==> config.mk <==
export PLATFORM = sky130hd
export DESIGN_NAME = wm_cycle_seq_flat
export DESIGN_NICKNAME = d
export VERILOG_FILES = /design/src/rtl/wm_seq_pkg.sv /design/src/rtl/wm_cycle_seq_if.sv /design/src/rtl/wm_phase_timer.sv /design/src/rtl/wm_cycle_seq.sv /design/src/flat_wrapper.sv
export SDC_FILE = /design/constraint.sdc
export NUM_CORES = 1
export LEC_CHECK = 0
export CAP_MARGIN = 10
export CORE_UTILIZATION = 30
export CTS_CLUSTER_DIAMETER = 120
export CTS_CLUSTER_SIZE = 12
export DETAILED_ROUTE_END_ITERATION = 12
export PLACE_DENSITY = 0.66
export REMOVE_ABC_BUFFERS = 1
export SLEW_MARGIN = 0
export SYNTH_ARGS = -nofsm -noshare
export SYNTH_HDL_FRONTEND = slang
export SYNTH_SLANG_ARGS = --single-unit
export TNS_END_PERCENT = 10
==> constraint.sdc <==
create_clock -name clk -period 2.69 [get_ports clk]
set_input_delay 0.538 -clock clk [delete_from_list [all_inputs] [get_ports clk]]
set_output_delay 0.538 -clock clk [all_outputs]
set_load 0.03 [all_outputs]
==> src/rtl/wm_seq_pkg.sv <==
// rtl/wm_seq_pkg.sv - state, kind and water-level encodings for the wash-cycle sequencer
package wm_seq_pkg;

  typedef logic [2:0] state_t;

  localparam state_t ST_IDLE  = 3'd0;
  localparam state_t ST_FILL  = 3'd1;
  localparam state_t ST_WASH  = 3'd2;
  localparam state_t ST_RINSE = 3'd3;
  localparam state_t ST_DRAIN = 3'd4;
  localparam state_t ST_DRY   = 3'd5;
  localparam state_t ST_DONE  = 3'd6;
  localparam state_t ST_ERROR = 3'd7;

  // Which phase a FILL is filling for, or a DRAIN is draining from.
  localparam logic KIND_WASH  = 1'b0;
  localparam logic KIND_RINSE = 1'b1;

  localparam logic [1:0] WATER_LOW  = 2'd0;
  localparam logic [1:0] WATER_MID  = 2'd1;
  localparam logic [1:0] WATER_HIGH = 2'd2;

  localparam int TIMER_W = 12;

  function automatic logic is_busy(state_t s);
    return s inside {ST_FILL, ST_WASH, ST_RINSE, ST_DRAIN, ST_DRY};
  endfunction

endpackage

==> src/rtl/wm_cycle_seq_if.sv <==
// rtl/wm_cycle_seq_if.sv - panel/sensor inputs and actuator/indicator outputs of the sequencer
// Optional lid_open input exists only when WM_LID_PAUSE_EN is defined.
interface wm_cycle_seq_if;

  logic        sec_tick;
  logic        start;
  logic        abort;
  logic        wash_en;
  logic        rinse_en;
  logic        dry_en;
  logic [2:0]  rinse_rep;
  logic [1:0]  water_sel;
  logic        us_dist_en;
  logic [7:0]  us_dist;
`ifdef WM_LID_PAUSE_EN
  logic        lid_open;
`endif
  logic        valve_on;
  logic        drain_on;
  logic        motor_on;
  logic        led_wash;
  logic        led_rinse;
  logic        led_dry;
  logic        busy;
  logic        paused;
  logic        done;
  logic        err;
  logic [11:0] remain_sec;
  logic        buz_req;

  modport master (
    output sec_tick, start, abort, wash_en, rinse_en, dry_en, rinse_rep, water_sel,
           us_dist_en, us_dist,
`ifdef WM_LID_PAUSE_EN
    output lid_open,
`endif
    input  valve_on, drain_on, motor_on, led_wash, led_rinse, led_dry,
           busy, paused, done, err, remain_sec, buz_req
  );

  modport slave (
    input  sec_tick, start, abort, wash_en, rinse_en, dry_en, rinse_rep, water_sel,
           us_dist_en, us_dist,
`ifdef WM_LID_PAUSE_EN
    input  lid_open,
`endif
    output valve_on, drain_on, motor_on, led_wash, led_rinse, led_dry,
           busy, paused, done, err, remain_sec, buz_req
  );

endinterface

==> src/rtl/wm_phase_timer.sv <==
// rtl/wm_phase_timer.sv - per-phase seconds down-counter; a load beats a same-cycle tick
module wm_phase_timer
  import wm_seq_pkg::*;
(
  input  logic               clk,
  input  logic               rstn,
  input  logic               load_i,
  input  logic [TIMER_W-1:0] load_val_i,
  input  logic               tick_i,
  input  logic               en_i,
  output logic [TIMER_W-1:0] cnt_o,
  output logic               zero_o
);

  logic [TIMER_W-1:0] cnt_q, cnt_d;

  always_comb begin
    cnt_d = cnt_q;
    if (load_i) begin
      cnt_d = load_val_i;
    end else if (tick_i && en_i && (cnt_q != '0)) begin
      cnt_d = cnt_q - TIMER_W'(1);
    end
  end

  always_ff @(posedge clk or negedge rstn) begin
    if (!rstn) begin
      cnt_q <= '0;
    end else begin
      cnt_q <= cnt_d;
    end
  end

  assign cnt_o  = cnt_q;
  assign zero_o = (cnt_q == '0);

endmodule

==> src/rtl/wm_cycle_seq.sv <==
// rtl/wm_cycle_seq.sv - washing programme sequencer: FILL/WASH/RINSE/DRAIN/DRY on a 1 s tick
// Define WM_LID_PAUSE_EN to add lid_open, which holds the programme like a pause.
module wm_cycle_seq
  import wm_seq_pkg::*;
#(
  parameter int WASH_SEC    = 10,
  parameter int RINSE_SEC   = 6,
  parameter int DRY_SEC     = 8,
  parameter int DRAIN_SEC   = 4,
  parameter int FILL_TO_SEC = 30,
  parameter int LVL_HIGH_CM = 5,
  parameter int LVL_MID_CM  = 10,
  parameter int LVL_LOW_CM  = 15
) (
  input  logic          clk,
  input  logic          rstn,
  wm_cycle_seq_if.slave bus
);

  state_t             state_q, state_d;
  logic               kind_q, kind_d;
  logic [2:0]         rinse_left_q, rinse_left_d;
  logic               paused_q, paused_d;
  logic               buz_q, buz_d;
  logic [TIMER_W-1:0] timer, load_val;
  logic               timer_zero, timer_load;
  logic               busy, hold, run, any_en, level_ok, toggle_ok;
  logic [2:0]         rinse_init;
  logic [7:0]         target_cm;

`ifdef WM_LID_PAUSE_EN
  // The lid overrides the paused flag without touching it, so closing restores it.
  assign hold      = paused_q | bus.lid_open;
  assign toggle_ok = bus.start & ~bus.lid_open;
`else
  assign hold      = paused_q;
  assign toggle_ok = bus.start;
`endif

  assign busy       = is_busy(state_q);
  assign run        = busy & ~hold;
  assign any_en     = bus.wash_en | bus.rinse_en | bus.dry_en;
  assign rinse_init = !bus.rinse_en ? 3'd0 : (bus.rinse_rep == 3'd0) ? 3'd1 : bus.rinse_rep;
  assign level_ok   = bus.us_dist_en && (bus.us_dist <= target_cm);
  assign timer_load = (state_d != state_q);

  always_comb begin
    case (bus.water_sel)
      WATER_LOW: target_cm = 8'(LVL_LOW_CM);
      WATER_MID: target_cm = 8'(LVL_MID_CM);
      default:   target_cm = 8'(LVL_HIGH_CM);
    endcase
  end

  always_comb begin
    case (state_d)
      ST_FILL:  load_val = TIMER_W'(FILL_TO_SEC);
      ST_WASH:  load_val = TIMER_W'(WASH_SEC);
      ST_RINSE: load_val = TIMER_W'(RINSE_SEC);
      ST_DRAIN: load_val = TIMER_W'(DRAIN_SEC);
      ST_DRY:   load_val = TIMER_W'(DRY_SEC);
      default:  load_val = '0;
    endcase
  end

  wm_phase_timer u_timer (
    .clk        (clk),
    .rstn       (rstn),
    .load_i     (timer_load),
    .load_val_i (load_val),
    .tick_i     (bus.sec_tick),
    .en_i       (run),
    .cnt_o      (timer),
    .zero_o     (timer_zero)
  );

  always_ff @(posedge clk or negedge rstn) begin
    if (!rstn) begin
      state_q      <= ST_IDLE;
      kind_q       <= KIND_WASH;
      rinse_left_q <= 3'd0;
      paused_q     <= 1'b0;
      buz_q        <= 1'b0;
    end else begin
      state_q      <= state_d;
      kind_q       <= kind_d;
      rinse_left_q <= rinse_left_d;
      paused_q     <= paused_d;
      buz_q        <= buz_d;
    end
  end

  always_comb begin
    state_d      = state_q;
    kind_d       = kind_q;
    rinse_left_d = rinse_left_q;
    paused_d     = paused_q;
    if (bus.abort) begin
      state_d  = ST_IDLE;
      paused_d = 1'b0;
    end else begin
      if (busy && toggle_ok) paused_d = ~paused_q;
      case (state_q)
        ST_IDLE, ST_DONE, ST_ERROR: begin
          if (bus.start && any_en) begin
            rinse_left_d = rinse_init;
            paused_d     = 1'b0;
            if (bus.wash_en) begin
              state_d = ST_FILL;
              kind_d  = KIND_WASH;
            end else if (rinse_init != 3'd0) begin
              state_d = ST_FILL;
              kind_d  = KIND_RINSE;
            end else begin
              state_d = ST_DRY;
            end
          end
        end
        ST_FILL: begin
          // A level match in the timeout cycle still counts as filled.
          if (run && level_ok) begin
            state_d = (kind_q == KIND_WASH) ? ST_WASH : ST_RINSE;
          end else if (run && timer_zero) begin
            state_d = ST_ERROR;
          end
        end
        ST_WASH: begin
          if (run && timer_zero) begin
            state_d = ST_DRAIN;
            kind_d  = KIND_WASH;
          end
        end
        ST_RINSE: begin
          if (run && timer_zero) begin
            state_d      = ST_DRAIN;
            kind_d       = KIND_RINSE;
            rinse_left_d = rinse_left_q - 3'd1;
          end
        end
        ST_DRAIN: begin
          if (run && timer_zero) begin
            if (rinse_left_q != 3'd0) begin
              state_d = ST_FILL;
              kind_d  = KIND_RINSE;
            end else if (bus.dry_en) begin
              state_d = ST_DRY;
            end else begin
              state_d = ST_DONE;
            end
          end
        end
        ST_DRY: begin
          if (run && timer_zero) state_d = ST_DONE;
        end
        default: state_d = ST_IDLE;
      endcase
      if (!is_busy(state_d)) paused_d = 1'b0;
    end
  end

  assign buz_d = timer_load && ((state_d == ST_DONE) || (state_d == ST_ERROR));

  always_comb begin
    bus.valve_on   = 1'b0;
    bus.drain_on   = 1'b0;
    bus.motor_on   = 1'b0;
    bus.led_wash   = 1'b0;
    bus.led_rinse  = 1'b0;
    bus.led_dry    = 1'b0;
    case (state_q)
      ST_FILL: begin
        bus.valve_on  = ~hold;
        bus.led_wash  = (kind_q == KIND_WASH);
        bus.led_rinse = (kind_q == KIND_RINSE);
      end
      ST_WASH: begin
        bus.motor_on = ~hold;
        bus.led_wash = 1'b1;
      end
      ST_RINSE: begin
        bus.motor_on  = ~hold;
        bus.led_rinse = 1'b1;
      end
      ST_DRAIN: begin
        bus.drain_on  = ~hold;
        bus.led_wash  = (kind_q == KIND_WASH);
        bus.led_rinse = (kind_q == KIND_RINSE);
      end
      ST_DRY: begin
        bus.drain_on = ~hold;
        bus.motor_on = ~hold;
        bus.led_dry  = 1'b1;
      end
      default: ;
    endcase
    bus.busy       = busy;
    bus.paused     = busy & hold;
    bus.done       = (state_q == ST_DONE);
    bus.err        = (state_q == ST_ERROR);
    bus.remain_sec = timer;
    bus.buz_req    = buz_q;
  end

endmodule

==> src/flat_wrapper.sv <==
// flat-port wrapper written by rule: the top's interface ports become plain ports
module wm_cycle_seq_flat import wm_seq_pkg::*;
#(
  parameter int WASH_SEC    = 10,
  parameter int RINSE_SEC   = 6,
  parameter int DRY_SEC     = 8,
  parameter int DRAIN_SEC   = 4,
  parameter int FILL_TO_SEC = 30,
  parameter int LVL_HIGH_CM = 5,
  parameter int LVL_MID_CM  = 10,
  parameter int LVL_LOW_CM  = 15
)
  (clk, rstn, bus_sec_tick, bus_start, bus_abort, bus_wash_en, bus_rinse_en, bus_dry_en, bus_rinse_rep, bus_water_sel, bus_us_dist_en, bus_us_dist, bus_valve_on, bus_drain_on, bus_motor_on, bus_led_wash, bus_led_rinse, bus_led_dry, bus_busy, bus_paused, bus_done, bus_err, bus_remain_sec, bus_buz_req);
  wm_cycle_seq_if bus_i ();
  input  logic clk;
  input  logic rstn;
  input wire logic [$bits(bus_i.sec_tick)-1:0] bus_sec_tick;
  input wire logic [$bits(bus_i.start)-1:0] bus_start;
  input wire logic [$bits(bus_i.abort)-1:0] bus_abort;
  input wire logic [$bits(bus_i.wash_en)-1:0] bus_wash_en;
  input wire logic [$bits(bus_i.rinse_en)-1:0] bus_rinse_en;
  input wire logic [$bits(bus_i.dry_en)-1:0] bus_dry_en;
  input wire logic [$bits(bus_i.rinse_rep)-1:0] bus_rinse_rep;
  input wire logic [$bits(bus_i.water_sel)-1:0] bus_water_sel;
  input wire logic [$bits(bus_i.us_dist_en)-1:0] bus_us_dist_en;
  input wire logic [$bits(bus_i.us_dist)-1:0] bus_us_dist;
  output wire logic [$bits(bus_i.valve_on)-1:0] bus_valve_on;
  output wire logic [$bits(bus_i.drain_on)-1:0] bus_drain_on;
  output wire logic [$bits(bus_i.motor_on)-1:0] bus_motor_on;
  output wire logic [$bits(bus_i.led_wash)-1:0] bus_led_wash;
  output wire logic [$bits(bus_i.led_rinse)-1:0] bus_led_rinse;
  output wire logic [$bits(bus_i.led_dry)-1:0] bus_led_dry;
  output wire logic [$bits(bus_i.busy)-1:0] bus_busy;
  output wire logic [$bits(bus_i.paused)-1:0] bus_paused;
  output wire logic [$bits(bus_i.done)-1:0] bus_done;
  output wire logic [$bits(bus_i.err)-1:0] bus_err;
  output wire logic [$bits(bus_i.remain_sec)-1:0] bus_remain_sec;
  output wire logic [$bits(bus_i.buz_req)-1:0] bus_buz_req;
  assign bus_i.sec_tick = bus_sec_tick;
  assign bus_i.start = bus_start;
  assign bus_i.abort = bus_abort;
  assign bus_i.wash_en = bus_wash_en;
  assign bus_i.rinse_en = bus_rinse_en;
  assign bus_i.dry_en = bus_dry_en;
  assign bus_i.rinse_rep = bus_rinse_rep;
  assign bus_i.water_sel = bus_water_sel;
  assign bus_i.us_dist_en = bus_us_dist_en;
  assign bus_i.us_dist = bus_us_dist;
  assign bus_valve_on = bus_i.valve_on;
  assign bus_drain_on = bus_i.drain_on;
  assign bus_motor_on = bus_i.motor_on;
  assign bus_led_wash = bus_i.led_wash;
  assign bus_led_rinse = bus_i.led_rinse;
  assign bus_led_dry = bus_i.led_dry;
  assign bus_busy = bus_i.busy;
  assign bus_paused = bus_i.paused;
  assign bus_done = bus_i.done;
  assign bus_err = bus_i.err;
  assign bus_remain_sec = bus_i.remain_sec;
  assign bus_buz_req = bus_i.buz_req;
  wm_cycle_seq #(.WASH_SEC(WASH_SEC), .RINSE_SEC(RINSE_SEC), .DRY_SEC(DRY_SEC), .DRAIN_SEC(DRAIN_SEC), .FILL_TO_SEC(FILL_TO_SEC), .LVL_HIGH_CM(LVL_HIGH_CM), .LVL_MID_CM(LVL_MID_CM), .LVL_LOW_CM(LVL_LOW_CM)) u_core (.clk(clk), .rstn(rstn), .bus(bus_i));
endmodule
==> results of run 1 <==
## critical path, stage by stage (launching register included)
cell      delay (ns)
dfrtp_1         0.38
inv_1           0.07
ha_1            0.17
nor4b_4         0.27
nand3_4         0.18
nor3b_4         0.27
o32ai_2         0.12
or3_4           0.37
a211o_4         0.38
a311oi_2        0.27
a21oi_1         0.08
## power breakdown
part           internal [W]  switching, W  total [W]  leakage (nW)
combinational       0.00132       0.00144    0.00276         0.964
sequential         0.000451      0.000186   0.000637         0.275
clock              0.000104      0.000110   0.000213        0.0255
total               0.00187       0.00173    0.00361          1.26
## layer usage
metal,up-vias,GRT usage
met4,0,0.0357
met1,925,0.208
li1,967,-
met2,60,0.285
met5,-,0
met3,7,0.0273
## final timing paths
path                       slack [ns]                     from                       to
setup / recovery                0.009  u_core.u_timer.cnt_o[0]   u_core.rinse_left_q[1]
hold / removal                   0.53   u_core.rinse_left_q[0]   u_core.rinse_left_q[0]
setup reg to reg                0.009  u_core.u_timer.cnt_o[0]   u_core.rinse_left_q[1]
hold reg to reg                  0.53   u_core.rinse_left_q[0]   u_core.rinse_left_q[0]
max in group asynchronous        1.84                     rstn        u_core.state_q[2]
min in group asynchronous        0.61                     rstn  u_core.u_timer.cnt_o[0]
## cell families (layout without fill, tap and decap cells)
| family | Yosys count | after routing | share of synthesized area |
|---|---|---|---|
| AOI/OAI and AO/OA | 55 | 56 | 0.220 |
| xor gates and xnor gates | 10 | 10 | 0.0479 |
| adders and majority gates | 7 | 7 | 0.0479 |
| buffers and inverters | 22 | 110 | 0.0691 |
| DFF | 21 | 21 | 0.287 |
| muxes | 3 | 3 | 0.0171 |
| and+or+nand+nor | 97 | 97 | 0.310 |
## sequential cells by signal (all words and copies together) (netlist names)
name	cells
u_core.bus.buz_req	1
u_core.hold	1
u_core.kind_q	1
u_core.rinse_left_q	3
u_core.state_q	3
u_core.u_timer.cnt_o	12
## cell usage in the layout, fill, tap and decap left out, types with 3 or more instances in the layout
cell type,count
a211oi_1,3
a21oi_1,8
a21oi_2,4
a31oi_1,3
buf_4,49
clkbuf_8,3
clkdlybuf4s50_1,32
dfrtp_1,20
dlygate4sd2_1,4
dlymetal6s2s_1,5
ha_1,4
inv_1,13
nand2_1,14
nor2_1,32
nor2_2,3
nor3_1,12
o211ai_1,5
o21ai_0,8
xnor2_1,9
## final cells by class
type | instances | area share
inverter | 13 | 0.0173
sequential | 21 | 0.186
clock inverter | 1 | 0.00177
clock buffer | 3 | 0.0146
tap | 75 | 0.0332
multi-input combinational | 173 | 0.462
timing repair buffer | 93 | 0.285
## stage by stage
step	setup slack, ns	cell area, um2	total power, W
final	0.00908	2830	0.00361
after floorplan	-0.119	1750	0.00213
after detailed placement	-0.615	2600	0.00321
after CTS	0.000470	2750	0.00351
after global routing	-0.0724	2830	0.00387
after global placement	-0.556	2600	0.00320
## timing repair
| item | CTS | global route |
|---|---|---|
| gates cloned | 1 | 0 |
| gates resized for setup | 25 | 22 |
| buffers inserted | 2 | 5 |
| pin swaps | 16 | 14 |
| endpoints found under the setup margin | 21 | 19 |
==> results.toml, run 1 <==
[power_and_ir_drop]
p_leak_nw = 1.26
ir_drop_uv = 453
powerDensity_nw_per_um2 = 1280

[synthesis]
ys.flop_type = "dfrtp_1"
synth_enable_flop_cells = 0
syn_inst = 215
yosysMostFrequentCell = "nor2_1"
ys_seq_elements = 21
yosysWarnings = 0
yosysTopAreaCellShare = 0.287
synth_area_leader_cell = "dfrtp_1"
synthTopCellsByCount = "34 x nor2_1, 21 x dfrtp_1, 14 x nand2_1, 13 x inv_1, 12 x nor3_1"
synthTopCellsByArea = "dfrtp_1 29%, nor2_1 7.0%, ha_1 4.8%"
async_flop_share = 1.00
synthDistinctLibCells = 63
yosysSeqAreaShare = 0.287
avgSynthCellArea_um2 = 8.50
netlist_area_um2 = 1830

[detailed_routing]
via_per_inst = 5.17
wl_per_cell_um = 13.7
drtIter0Drc = 125
wl_met1_um = 2290
highest_layer = "met4"
wirelength_um = 5190
met3RoutedLength_um = 286
first_pass_iters = 4
wl_met2_um = 2570
vias = 1959
postRouteAntennaNets = 0
drc_errors = 0

[clock_network]
cts_buffer_depth = 2
clk_pin_slew_worst_paths_ns = 0.08
cts_max_level = 1
numCtsBuffers = 3
cts.sinks = 21
cts_tree = "done"
insertion_delay_ns = 0.27
cts-root-buf = "clkbuf_8"
ctsHoldBuffers = 0

[floorplan]
core_um2 = 5890
pin_count = 45
floorplan.initialDensity = 0.311
die-area_um2 = 6410
std_cell_rows = 28
die_y_um = 80.1
dieWidth_um = 80.1

[timing]
setup_viol = 0
holdWs_ns = 0.531
tightestPinTransition_ns = 0.586
period_share = 0.997
hold_viol_final = 0
finalMaxSlewViolations = 0
fin_crit_ns = 2.68
rsz0062_at_grt = "yes"
slew_headroom = 0.610
max_freq_mhz = 373
setup_tns_ns = 0
finalClockSkew_ns = 0.00344

[setup_path]
path_class = "reg -> reg"
critPathRequiredTime_ns = 2.84
crit_fanout = 7
arrival_ns = 2.83
reg2reg_depth = 10
end_kind = "flip-flop"
startpoint_type = "flip-flop"

[global_routing]
overflow = 0
grt_pass1_wl_um = 8190
antenna_found_initial = 0
grt_max_degree = 22
grt_usage = 0.163
grt_pass1_vias = 1847

[final_layout]
layout.nets = 334
fillers = 571
layout-drive-gt1-share = 0.309
syn2layout_area_growth_pct = 54.7
diodes = 0
final_core_util = 0.480
multiInputGateArea_um2 = 1310
seq_area_um2 = 527
final_cells = 379

[placement]
io_buffers = 44
gp_congestion = 0.905
dp_cells = 367
place_hpwl_um = 3850

[job]
cap_violations = 0

[status]
status = "finished, final reports clean"

[worst_hold_path]
holdPathStages = 1
worstHoldPathType = "reg -> reg"
Note: power is estimated with default switching activity, not from simulation.
==> run 2, diff against run 1 <==
CORE_UTILIZATION = 35   (was 30)
PLACE_DENSITY = 0.73   (was 0.66)
==> run 2 against run 1 <==
Sequential cell count unchanged. Sequential share of layout area increased by 0.26 points. Non-clock buffer count shrank 7. Critical path type unchanged. Highest routed layer unchanged.
==> results.toml, run 2 (synthesis results as in run 1) <==
[status]
status = "finished, final reports clean"

[timing]
max_freq_mhz = 375
fin_crit_ns = 2.66
period_share = 0.991
rsz0062_at_grt = "yes"
finalClockSkew_ns = 0.00819
tightestPinTransition_ns = 0.463
slew_headroom = 0.687
setup_viol = 0
hold_viol_final = 0
finalMaxSlewViolations = 0

[final_layout]
post-route-cell-area_um2 = 2780
fillers = 450
layout.nets = 327
final_common_cell = "buf_4"
largest_register_ffs = 12
seq_area_um2 = 526
final_cells = 364
diodes = 0
syn2layout_area_growth_pct = 52.2
layout-drive-gt1-share = 0.283
mostFrequentLayoutCells = "41 x buf_4, 36 x clkdlybuf4s50_1, 32 x nor2_1"
final_core_util = 0.570
multiInputGateArea_um2 = 1320

[setup_path]
startpoint_type = "flip-flop"
r2r_start = "u_core.u_timer.cnt_o[1]"
r2r-end = "u_core.kind_q"
path_class = "reg -> reg"
r2r_slack_ns = 0.03
critPathRequiredTime_ns = 2.84
crit_fanout = 7
end_kind = "flip-flop"
cp_slowest_cell = "or4b_4"
reg2reg_depth = 10
crit_path_max_incr_delay_ns = 0.58
path_cells = "inv_2, ha_4, nor4b_4, nand3_4, or4b_4, a21oi_4, o31ai_4, and3_4, nor3_4, mux2_4"
arrival_ns = 2.82

[placement]
dpl_cell_area_um2 = 2550
place_hpwl_um = 3860
io_buffers = 44
gp_congestion = 0.882
dp_cells = 354

[detailed_routing]
vias = 1938
drtIter0Drc = 129
wl_per_cell_um = 14.5
via_per_inst = 5.32
drc_errors = 0
postRouteAntennaNets = 0
first_pass_iters = 4
wirelength_um = 5270

[floorplan]
die_y_um = 74.3
die-area_um2 = 5520
floorplan.initialDensity = 0.375
std_cell_rows = 25
core_um2 = 4880
pin_count = 45
dieWidth_um = 74.3

[power_and_ir_drop]
seqPwrFrac = 0.174
netSwitchingFraction = 0.485
p_clk_frac = 0.059
powerDensity_nw_per_um2 = 1300
ir_drop_uv = 461
switchingPower_w = 0.00176
p_leak_nw = 1.21
intPower_w = 0.00187
combinationalPowerShare = 0.768

[global_routing]
overflow = 0
grt_pass1_wl_um = 8050
antenna_found_initial = 0
grt_max_degree = 22
grt_usage = 0.188
grt_pass1_vias = 1800

[clock_network]
cts.sinks = 21
cts-root-buf = "clkbuf_8"
cts_buffer_depth = 2
cts_max_level = 1
numCtsBuffers = 3
cts_tree = "done"
clk_pin_slew_worst_paths_ns = 0.08
insertion_delay_ns = 0.27

[worst_hold_path]
holdPathStages = 1
hp-start = "u_core.rinse_left_q[0]"
worstHoldPathType = "reg -> reg"
min_to = "u_core.rinse_left_q[0]"

[job]
cap_violations = 0
-- run 2: changes by cell type in the layout (fill, tap and decap cells not counted), sizes merged --
cell           previous run  this run
clkbuf                    5         4
dlymetal6s2s              5         3
buf                      50        42
clkdlybuf4s50            32        36
-- run 2: layer usage --
layer / vias to the layer above / global-route usage / wire length, um
met5: - / 0 / 0
met1: 917 / 0.245 / 2450
met4: 0 / 0.0734 / 85
li1: 955 / - / -
met3: 8 / 0.0163 / 178
met2: 58 / 0.325 / 2550
-- run 2: timing repair --
item	4_1_cts	5_1_grt
pin swaps	14	14
cloned	1	0
setup buffers	1	4
endpoints found under the setup margin	19	18
hold buffers	0	0
gates resized for setup	16	23
-- run 2: worst max path at each step --
stage | cells after the start | startpoint | to | slack, ns
2_1_floorplan | 10 | u_core.u_timer.cnt_o[0] | u_core.u_timer.cnt_o[3] | -0.12
3_3_place_gp | 11 | bus_water_sel[1] | u_core.u_timer.cnt_o[3] | -0.52
3_5_place_dp | 11 | bus_water_sel[1] | u_core.kind_q | -0.60
4_1_cts | 11 | u_core.u_timer.cnt_o[0] | u_core.u_timer.cnt_o[2] | -0.01
5_1_grt | 11 | u_core.u_timer.cnt_o[1] | u_core.u_timer.cnt_o[2] | -0.1
6_report | 10 | u_core.u_timer.cnt_o[1] | u_core.kind_q | 0.03
-- run 2: area by class of cell --
type	count	share of cell area
repair buffers	86	0.272
clock buffers	3	0.0148
flip-flops and latches	21	0.189
inverters	13	0.0175
well taps	67	0.0301
clock inverters	1	0.00180
multi-input cells	173	0.475
-- run 2: power groups by stage --
stage,registers (W),logic [W],clock network [W]
global route,0.000652,0.00301,0.000234
detailed placement,0.000632,0.00253,0
floorplan,0.000802,0.00133,0
CTS,0.000626,0.00261,0.000219
global placement,0.000628,0.00251,0
finish,0.000631,0.00279,0.000213
-- run 2: worst max-delay path, delay by kind of cell, from the launching register on --
family | cells | cell delay, ns
multiplexers | 1 | 0.31
buffers and inverters | 1 | 0.08
adder cells (fa/ha/maj) | 1 | 0.13
flip-flops | 1 | 0.40
AO/OA/AOI/OAI | 2 | 0.28
AND/OR/NAND/NOR | 5 | 1.34
-- run 2: per-stage QoR --
stage	setup TNS, ns	hold WS (ns)	total power (W)	setup WS [ns]
global placement	-8.64	0.498	0.00314	-0.515
detailed placement	-10.17	0.501	0.00316	-0.602
global route	-0.673	0.552	0.00389	-0.0996
floorplan	-0.486	0.242	0.00213	-0.119
CTS	-0.0162	0.522	0.00345	-0.0111
finish	0	0.522	0.00363	0.0253
==> run 3, diff against run 2 <==
CTS_CLUSTER_DIAMETER = 100   (was 120)
==> results of run 3 <==
The final DEF is identical to that of run 2; final timing and power are the same.
